<file path="src/rtl/gray_counter.sv">
// gray_counter: registered WIDTH-bit up/down counter that presents its count in both
// binary and reflected-binary Gray code. The Gray register is loaded from the same
// next-state value as the binary register, so the two outputs always correspond.
// Priority per edge: rst > load > en > hold.
module gray_counter #(
    parameter int unsigned WIDTH       = 4,
    parameter int unsigned RESET_VALUE = 0
) (
    input  logic             clk,
    input  logic             rst,
    input  logic             en,
    input  logic             up_dn,
    input  logic             load,
    input  logic [WIDTH-1:0] load_bin,
    output logic [WIDTH-1:0] bin_out,
    output logic [WIDTH-1:0] gray_out,
    output logic             tc,
    output logic             wrap
);

    localparam logic [WIDTH-1:0] ResetBin  = RESET_VALUE[WIDTH-1:0];
    localparam logic [WIDTH-1:0] ResetGray = ResetBin ^ (ResetBin >> 1);
    localparam logic [WIDTH-1:0] AllOnes   = {WIDTH{1'b1}};

    logic [WIDTH-1:0] bin_q, bin_d;
    logic [WIDTH-1:0] gray_q, gray_d;
    logic             wrap_q, wrap_d;

    // Next-state: load beats count; wrap is only raised by a counting step that rolls over.
    always_comb begin
        bin_d  = bin_q;
        wrap_d = 1'b0;
        if (load) begin
            bin_d = load_bin;
        end else if (en) begin
            if (up_dn) begin
                bin_d  = bin_q + 1'b1;
                wrap_d = (bin_q == AllOnes);
            end else begin
                bin_d  = bin_q - 1'b1;
                wrap_d = (bin_q == '0);
            end
        end
        // Encode from the next binary value so gray_q lands on the same edge as bin_q.
        gray_d = bin_d ^ (bin_d >> 1);
    end

    // State registers with synchronous active-high reset.
    always_ff @(posedge clk) begin
        if (rst) begin
            bin_q  <= ResetBin;
            gray_q <= ResetGray;
            wrap_q <= 1'b0;
        end else begin
            bin_q  <= bin_d;
            gray_q <= gray_d;
            wrap_q <= wrap_d;
        end
    end

    // Terminal count looks at the live direction, not en, so it can gate a
    // downstream decision before the step is taken.
    always_comb begin
        tc = up_dn ? (bin_q == AllOnes) : (bin_q == '0);
    end

    assign bin_out  = bin_q;
    assign gray_out = gray_q;
    assign wrap     = wrap_q;

endmodule
</file>
<file path="config.mk">
export PLATFORM = sky130hd
export DESIGN_NAME = gray_counter
export DESIGN_NICKNAME = d
export VERILOG_FILES = /design/src/rtl/gray_counter.sv
export SDC_FILE = /design/constraint.sdc
export NUM_CORES = 1
export LEC_CHECK = 0
export ABC_CLOCK_PERIOD_IN_PS = 2290
export CAP_MARGIN = 20
export CORE_AREA = 2 2 39 41
export CTS_CLUSTER_SIZE = 10
export DETAILED_ROUTE_END_ITERATION = 7
export DIE_AREA = 0 0 41 43
export PLACE_DENSITY = 0.69
export SYNTH_ARGS = -nofsm -noshare
export SYNTH_HDL_FRONTEND = slang
export SYNTH_SLANG_ARGS = --single-unit
export TNS_END_PERCENT = 5
</file>
<file path="constraint.sdc">
create_clock -name clk -period 2.29 [get_ports clk]
set_clock_uncertainty 0.15 [all_clocks]
set_input_delay 0.458 -clock clk [delete_from_list [all_inputs] [get_ports clk]]
set_output_delay 0.458 -clock clk [all_outputs]
set_load 0.02 [all_outputs]
</file>
==> results by group, run 1 <==
Outcome
  – Status: finished clean

STA
  – Fin crit share: ~90%
  – Final Hold Fails: 0
  – Worst-Margin Slew: approximately 0.29 ns
  – WHS: 0.580 ns
  – Final slew viol count: 0
  – Max Clk Rate: ~490 MHz
  – RSZ-0062 raised after global routing: false
  – Final Critical Period: 2.05 ns
  – Max transition margin: between 80% and 90%
  – Final setup vio count: 0

Pwr
  – Net switching power: ~0.13 mW
  – Part of the power in registers: 38.8%
  – Switching Fraction: 30.5%
  – Comb pwr share: between 30% and 40%
  – Max IR drop VDD: around 0.37 mV
  – PD cells: between 500 and 600 mW/mm²
  – Internal power: roughly 0.3 mW
  – Clock share of power: 24.3%
  – Pleak: 0.337 nW

Floorplanning
  – Core Box Area: roughly 0.0014 mm²
  – Die height: around 43 µm
  – Initial Util: 35.4%
  – Die area: around 0.0018 mm²
  – FP Rows: 14
  – Die Wd: between 40 and 50 µm
  – I/O pin count: 19

Synthesis
  – Cell taking the most area after synthesis: dfxtp_1
  – Flops & latches, synth: 8
  – Synth top area share: 32.7%
  – Sequential fraction of the synthesis area: around a third
  – Most frequent cell after synthesis: dfxtp_1
  – Synth Instances: between 50 and 60
  – Synth unique cells: 31
  – Mean area per synthesized cell: 9.08 µm²
  – Synth area leaders: dfxtp_1, mux2i_1, ha_1, nor2_1, fa_1
  – Most used DFF post-synth: dfxtp_1
  – Post-synth EDFFs: 0
  – YS warnings: 0
  – Top cells by count, synth: dfxtp_1, nor2_1, inv_1, mux2i_1
  – Synthesized area: approximately 490 µm²
  – Post-Syn Nets: 66
  – Asr flop ratio synth: 0%

Detailed routing
  – Detailed Routing Iterations Pass 1: 3
  – Initial drt markers: 9
  – Wire per inst: approximately 12 µm
  – Final wirelength: about 1.1 mm
  – Drt via density: 5.02
  – Total number of vias: between 400 and 500
  – Final ANT Viol Nets: 0
  – Drt drc: 0

Finish
  – Fill cell count: about 130
  – Ant. Diodes: 0
  – Share of cells above drive strength 1: ~18%
  – Multi-input gate area: roughly 310 µm²
  – Post-route cell area: 754 µm²
  – Area Overhead vs Synth: 53.8%
  – Final Util: between 50 and 60%
  – Register area: between 150 and 200 µm²
  – Nets: just over 90

Worst setup path
  – CP startpoint kind: flip-flop
  – Crit end category: output port
  – Worst-path maximum fanout: 6
  – WP data required: around 1.7 ns
  – CP Data Arrival Time: 1.44 ns
  – Crit Path Class: flip-flop to output port

CTS
  – Setup Fix Bufs, Post-CTS: 0
  – CTS tree: yes
  – Worst-skew pair later-pin latency: 0.25 ns
  – CTS Sinks: 8
  – Clock transition at the registers of the reported paths: 0.05 ns
  – Clock Path Buffers: 2
  – Hold_buf cts: 0
  – Clk root buf: clkbuf_4
  – CTS Buf Count: 3
  – H-tree levels: 1

GRT
  – First-pass GRT wire length: between 1.5 and 2 mm
  – Vias in the first global route: 425
  – Gr ovfl total: 0
  – Largest net degree at the start of global routing: 11
  – Initial antenna violation count: 0
  – Total track usage: between 10% and 20%

Place
  – Final GP Congestion: slightly above 0.7
  – Port bufs: 18
  – Placed cell areas: around 700 µm²
  – Post-DP HPWL: 823 µm

Worst hold path
  – Hold/Removal Path Class: flip-flop to flip-flop

Flow run
  – MaxCap Viol Count: 0
## stage by stage
step           cells  total power [mW]  setup TNS, ns  setup WS [ns]
3_3_place_gp      91             0.321          -1.18         -0.279
6_report          94             0.431              0          0.239
3_5_place_dp      91             0.324          -1.37         -0.306
4_1_cts           94             0.437              0      0.0000540
5_1_grt           94             0.465              0         0.0934
2_1_floorplan     54             0.255              0          0.311
## registers in the layout, summed over array words and instances (netlist names)
signal and flops:
wrap 1, bin_out 4, gray_out 3
## layout make-up
type	instances	share of cell area (%)
Clock buffer	3	2.99
Timing Repair Buffer	24	30.0
Tap cell	16	2.65
Multi-Input combinational cell	40	41.6
Inverter	3	1.49
Sequential cell	8	21.2
## cell families after synthesis
family | share of synthesized area, %
buffers and inverters | 6.38
adders and majority gates | 9.18
AOI/OAI and AO/OA | 15.3
and+or+nand+nor | 22.7
DFF | 32.7
xor gates and xnor gates | 5.36
muxes | 8.42
## final timing paths
| path | from | endpoint | slack (ns) | cells past startpoint |
|---|---|---|---|---|
| setup / recovery | bin_out[1] | tc | 0.24 | 4 |
| hold / removal | bin_out[2] | wrap | 0.58 | 3 |
| setup reg to reg | bin_out[0] | gray_out[1] | 0.36 | 5 |
| hold reg to reg | bin_out[2] | wrap | 0.58 | 3 |
## cells in the final DEF, fill, tap and decap left out, types with 2 or more instances in the layout
cell,netlist,layout
clkbuf_4,0,3
dfxtp_1,8,8
nand2_1,2,2
xnor2_1,2,2
a21oi_1,2,2
inv_1,3,2
o21ai_0,2,2
mux2i_1,3,2
or3_1,2,2
clkdlybuf4s50_1,0,16
buf_4,2,6
ha_1,2,2
nor2_1,6,6
## power by group through the flow
| stage | combinational [mW] | sequential [mW] | clock (mW) |
|---|---|---|---|
| 2_1_floorplan | 0.0693 | 0.185 | 0 |
| 3_3_place_gp | 0.152 | 0.170 | 0 |
| 3_5_place_dp | 0.154 | 0.170 | 0 |
| 4_1_cts | 0.159 | 0.167 | 0.110 |
| 5_1_grt | 0.173 | 0.169 | 0.123 |
| 6_report | 0.159 | 0.167 | 0.105 |
## critical path: stages (launching register included)
cell	delay [ns]
dfxtp_1	0.37
nor4_1	0.29
nand2_1	0.08
o21ai_0	0.10
dlygate4sd2_1	0.36
## per-layer routing
metal  global-route usage (%)  routed length (µm)
met1                     19.3                 491
met5                        0                   0
met3                     9.42                  55
met2                     23.1                 565
met4                     4.00                   0
## what timing repair did
| item | 4_1_cts | 5_1_grt |
|---|---|---|
| pin swaps | 0 | 1 |
| gates cloned | 0 | 0 |
| gates resized for setup | 3 | 3 |
| endpoints found under the setup margin | 3 | 3 |
(Power assumes the default switching activity.)
==> run 2, diff against run 1 <==
--- a/config.mk
+++ b/config.mk
@@ -11,6 +11,7 @@
 export CTS_CLUSTER_SIZE = 10
 export DETAILED_ROUTE_END_ITERATION = 7
 export DIE_AREA = 0 0 41 43
+export GPL_TIMING_DRIVEN = 0
 export PLACE_DENSITY = 0.69
 export SYNTH_ARGS = -nofsm -noshare
 export SYNTH_HDL_FRONTEND = slang
==> constraint.sdc (replaced) <==
create_clock -name clk -period 2.29 [get_ports clk]
set_clock_uncertainty 0.15 [all_clocks]
set_input_delay 0.458 -clock clk [delete_from_list [all_inputs] [get_ports clk]]
set_output_delay 0.458 -clock clk [all_outputs]
set_load 0.05 [all_outputs]
==> run 2 against run 1 <==
Against the previous run:
- non-clock buffer count down 4
- die area unchanged
- register-to-register slack hardly changed
- combinational power up 19%
- routed wire length up 1.3%
- sequential power hardly changed
- critical path depth fell by 3
- via count decreased by 2.1%
- critical endpoint is now bin_out[0]
- largest cell class unchanged
==> results by group, run 2 (synthesis gave the netlist of run 1 again) <==
Place
  – Post-DP HPWL: 821 µm (-0.28%)
  – Final GP Congestion: 0.685 (-4.5%)
  – Placed cell areas: 681 µm² (-4.9%)
  – Placed cell count: 87 (-4.4%)
  – Port bufs: 17 (-1)

Pwr
  – Part of the power in registers: 36.0% (-2.8 points)
  – PD cells: 647 mW/mm² (+13%)
  – Max IR drop VDD: 0.456 mV (+22%)
  – Net switching power: 0.172 mW (+31%)
  – Internal power: 0.292 mW (-2.4%)
  – Switching Fraction: 37.1% (+6.6 points)
  – Pleak: 0.323 nW (-4.1%)
  – Comb pwr share: 40.9% (+4.0 points)
  – Overall power: 0.464 mW (+7.8%)
  – Clock share of power: 23.1% (-1.2 points)

Finish
  – Nets: 88 (-4.3%)
  – Commonest non-fill, non-tap cells in the layout: clkdlybuf4s50_1, dfxtp_1, nor2_1
  – Non-filler cells, final: 90 (-4.3%)
  – Ant. Diodes: 0 (unchanged)
  – Post-route cell area: 718 µm² (-4.8%)
  – Share of cells above drive strength 1: 14.9% (-3.1 points)
  – Max reg flops: 4 (unchanged)
  – Area Overhead vs Synth: 46.4%
  – Commonest non-fill, non-tap cell in the layout: clkdlybuf4s50_1

Worst hold path
  – Hold Path Stages: 2 (-1)
  – Hold/Removal Path Class: input port to flip-flop

Outcome
  – Status: finished clean

Worst setup path
  – Crit end category: output port
  – Crit Path Class: flip-flop to output port
  – Max incr delay on CP: 0.86 ns (+0.49 ns)
  – Slowest CP cell: clkdlybuf4s50_1
  – Worst-path maximum fanout: 7 (+1)
  – Worst path bufs/invs: 1 (unchanged)
  – Critical path cell sequence: clkdlybuf4s50_1
  – Number of cells on the critical path: 1 (-3)
  – CP Data Arrival Time: 1.59 ns (+0.15 ns)
  – CP startpoint kind: flip-flop
  – CP delay by family, top: buffers and inverters
  – WP data required: 1.68 ns (about the same)
  – Reg2reg path depth: 5 (unchanged)

STA
  – RSZ-0062 raised after global routing: false
  – WHS: 0.359 ns (-0.221 ns)
  – Final slew viol count: 0 (unchanged)
  – Final Hold Fails: 0 (unchanged)
  – Final setup vio count: 0 (unchanged)
  – Worst-Margin Slew: 0.500 ns (+0.208 ns)
  – Setup TNS: 0 ns (unchanged)
  – Final Critical Period: 2.20 ns (+0.145 ns)
  – Max Clk Rate: 455 MHz (-6.6%)
  – Max transition margin: 66.6% (-14 points)
  – Fin crit share: 95.9% (+6.3 points)

CTS
  – Worst-skew pair later-pin latency: 0.25 ns (about the same)
  – CTS Sinks: 8 (unchanged)
  – H-tree levels: 1 (unchanged)
  – Clock transition at the registers of the reported paths: 0.05 ns (about the same)
  – Hold_buf cts: 0 (unchanged)
  – Clock Path Buffers: 2 (unchanged)
  – CTS tree: yes
  – Clk root buf: clkbuf_4
  – CTS Buf Count: 3 (unchanged)

GRT
  – Vias in the first global route: 440 (+3.5%)
  – Total track usage: 15.8% (-0.10 points)
  – Gr ovfl total: 0 (unchanged)
  – Largest net degree at the start of global routing: 11 (unchanged)
  – First-pass GRT wire length: 1.86 mm (+2.7%)
  – Initial antenna violation count: 0 (unchanged)

Floorplanning
  – Core Box Area: 0.00138 mm² (unchanged)
  – FP Rows: 14 (unchanged)
  – Die area: 0.00176 mm² (unchanged)
  – Die height: 43 µm (unchanged)
  – Initial Util: 35.4% (unchanged)
  – Die Wd: 41 µm (unchanged)
  – I/O pin count: 19 (unchanged)

Detailed routing
  – Total number of vias: 462 (-2.1%)
  – Initial drt markers: 7 (-2)
  – Drt drc: 0 (unchanged)
  – Final wirelength: 1.13 mm (+1.3%)
  – Detailed Routing Iterations Pass 1: 4 (+1)
  – Final ANT Viol Nets: 0 (unchanged)
  – Wire per inst: 12.5 µm (+5.8%)
  – Drt via density: 5.13 (+2.2%)

Flow run
  – MaxCap Viol Count: 0 (unchanged)
[run 2: layout make-up]
type,instances,area [µm²]
Timing Repair Buffer,17,173
Sequential cell,8,160
Clock buffer,3,22.5
Tap cell,16,20.0
Fill cell,129,666
Multi-Input combinational cell,40,312
Buffer,3,20.0
Inverter,3,11.3
[run 2: power by group through the flow]
stage / registers [mW] / clock network [mW] / logic, mW
after CTS: 0.167 / 0.111 / 0.191
final: 0.167 / 0.107 / 0.190
after floorplan: 0.217 / 0 / 0.0773
after global placement: 0.169 / 0 / 0.183
after global routing: 0.169 / 0.119 / 0.205
after detailed placement: 0.170 / 0 / 0.185
[run 2: layer usage]
layer  vias up  global-route usage (%)  routed length, µm
li1        238                       -                  -
met4         0                    4.00                 10
met5         -                       0                  0
met2        14                    23.4                566
met3         2                    9.42                109
met1       208                    18.7                439
[run 2: path summary, 6_finish.rpt]
path	start	end	slack [ns]
worst max register to register	bin_out[0]	gray_out[1]	0.37
worst max-delay path	bin_out[0]	bin_out[0]	0.09
worst min-delay path	en	wrap	0.36
worst min register to register	bin_out[2]	wrap	0.55
[run 2: per-stage QoR]
stage,setup WS [ns],util (%)
global placement,-0.470,49.2
CTS,0.0104,51.7
finish,0.0937,51.9
global route,0.0389,51.9
detailed placement,-0.456,49.2
floorplan,0.0344,-
[run 2: what timing repair did]
item	in CTS	in global routing
gates resized for setup	7	1
endpoints found under the hold margin	0	0
endpoints found under the setup margin	4	1
cloned	0	0
setup buffers	0	0
==> patch: new RTL, config.mk and constraints of run 1 <==
The parameter `WIDTH` goes from 4 to 3.
--- a/src/rtl/gray_counter.sv
+++ b/src/rtl/gray_counter.sv
@@ -3,7 +3,7 @@
 // next-state value as the binary register, so the two outputs always correspond.
 // Priority per edge: rst > load > en > hold.
 module gray_counter #(
-    parameter int unsigned WIDTH       = 4,
+    parameter int unsigned WIDTH       = 3,
     parameter int unsigned RESET_VALUE = 0
 ) (
     input  logic             clk,
Interface: changed (resized bin_out, gray_out and load_bin); port bits go from 19 to 16. The function was not compared with the original's and may differ.
==> patch against run 1 <==
  * Area after synthesis is 35% lower
  * Setup slack worse by 0.18 ns
  * Via count is 37% lower
  * Power is 22% lower
  * Final area is 28% lower
  * Non-clock buffer count is 3 lower
  * Routed wire length is 37% lower
  * Sequential cell count is 2 lower
  * Largest cell class is now non-clock buffers
  * Largest power group unchanged
==> patch: results (changes against run 1) <==
| Metric | Value |
|---|---|
| Dpl ws | -0.568 ns (was -0.306 ns) |
| Vias per cell | 4.23 (was 5.02) |
| Worst setup startpoint | up_dn (was bin_out[1]) |
| Post-Synth Adder-Cell Area | 6.27% (was 9.18%) |
| Reg2reg start | bin_out[1] (was bin_out[0]) |
| Top fanout value on the critical path | 3 (was 6) |
| Met2 WL | 341 um (was 565 um) |
| Commonest cells in the netlist | 6 x dfxtp_1, 6 x nor2_1, 2 x mux2i_1, 2 x xor2_1 (was 8 x dfxtp_1, 6 x nor2_1, 3 x inv_1, 3 x mux2i_1) |
| Vias in the first global route | 284 (was 425) |
| Cell family with most CP delay | simple AND/OR/NAND/NOR gates (was flip-flops) |
| WHS | 0.551 ns (was 0.580 ns) |
| Ratio of cells with drive above 1 in the final layout | 27.8% (was 17.9%) |
| Synth area leaders | dfxtp_1 38%, nor2_1 7.1%, fa_1 6.3% (was dfxtp_1 33%, mux2i_1 6.1%, ha_1 5.1%) |
| Crit path largest cell delay | 0.47 ns (was 0.37 ns) |
| Slew @ Worst Pin | 0.232 ns (was 0.292 ns) |
| Xor/xnor cell area share of the yosys netlist | 8.24% (was 5.36%) |
| Post-synthesis sequential area ratio | 37.6% (was 32.7%) |
| Worst VDD drop | 0.000414 V (was 0.000373 V) |
| Post-cts resize count | 6 (was 3) |
| Total iterations of the first detailed-routing run | 2 (was 3) |
| Global-route wire length before repair | 1.17 mm (was 1.81 mm) |
| Status | complete, no violations (unchanged) |
| Cells on worst reg2reg path | 6 (was 5) |
| NumNets Final | 65 (was 92) |
| Largest net degree at the start of global routing | 7 (was 11) |
| Total wire length | 703 um (was 1.11 mm) |
| Worst setup SP type | input pin (was flip-flop) |
| Post-synthesis mux area share | 14.5% (was 8.42%) |
| Post-Syn Nets | 41 (was 66) |
| Largest register FFs | 3 (was 4) |
| Routability cong. | 0.811 (was 0.716) |
| M1 wire length | 287 um (was 491 um) |
| Total GRT Usage | 10.1% (was 15.9%) |
| Met3 wire length | 74 um (was 55 um) |
| GR Util met2 | 15.0% (was 23.1%) |
| LEAKAGE | 0.239 nW (was 0.337 nW) |
| FF-to-FF setup slack | 0.15 ns (was 0.36 ns) |
| I/O Buffers | 15 (was 18) |
| Critical Path Slowest Stage Cell | or4b_1 (was dfxtp_1) |
| GR Util met3 | 7.85% (was 9.42%) |
| Synth cell types | 20 (was 31) |
| Worst setup margin | 0.0615 ns (was 0.239 ns) |
| DR iter-0 viols | 5 (was 9) |
| DP HPWL | 559 um (was 823 um) |
[patch: changes by cell type after synthesis, sizes merged, moves of 2 or more]
cell / delta
ha: -2
dfxtp: -2
nand3: -2
a21oi: -2
inv: -2
or3: -2
o21ai: -2
[patch: where the power goes]
| part | internal (mW) | leakage [nW] | switching [mW] | total, mW |
|---|---|---|---|---|
| sequential | 0.116 | 0.0497 | 0.00632 | 0.122 |
| combinational | 0.0668 | 0.175 | 0.0505 | 0.117 |
| clock | 0.0591 | 0.0138 | 0.0354 | 0.0945 |
[patch: stage by stage]
stage / std cells / instance area, um2
2_1_floorplan: 32 / 319
3_3_place_gp: 67 / 522
3_5_place_dp: 67 / 522
4_1_cts: 70 / 541
5_1_grt: 70 / 542
6_report: 70 / 542
[patch: area by class of cell]
cell class                 instances  area [um2]
multi-input combinational         23         185
clock buffer                       3        22.5
tap                               16        20.0
sequential                         6         120
timing repair buffer              21         190
inverter                           1        3.75
fill                             141         842
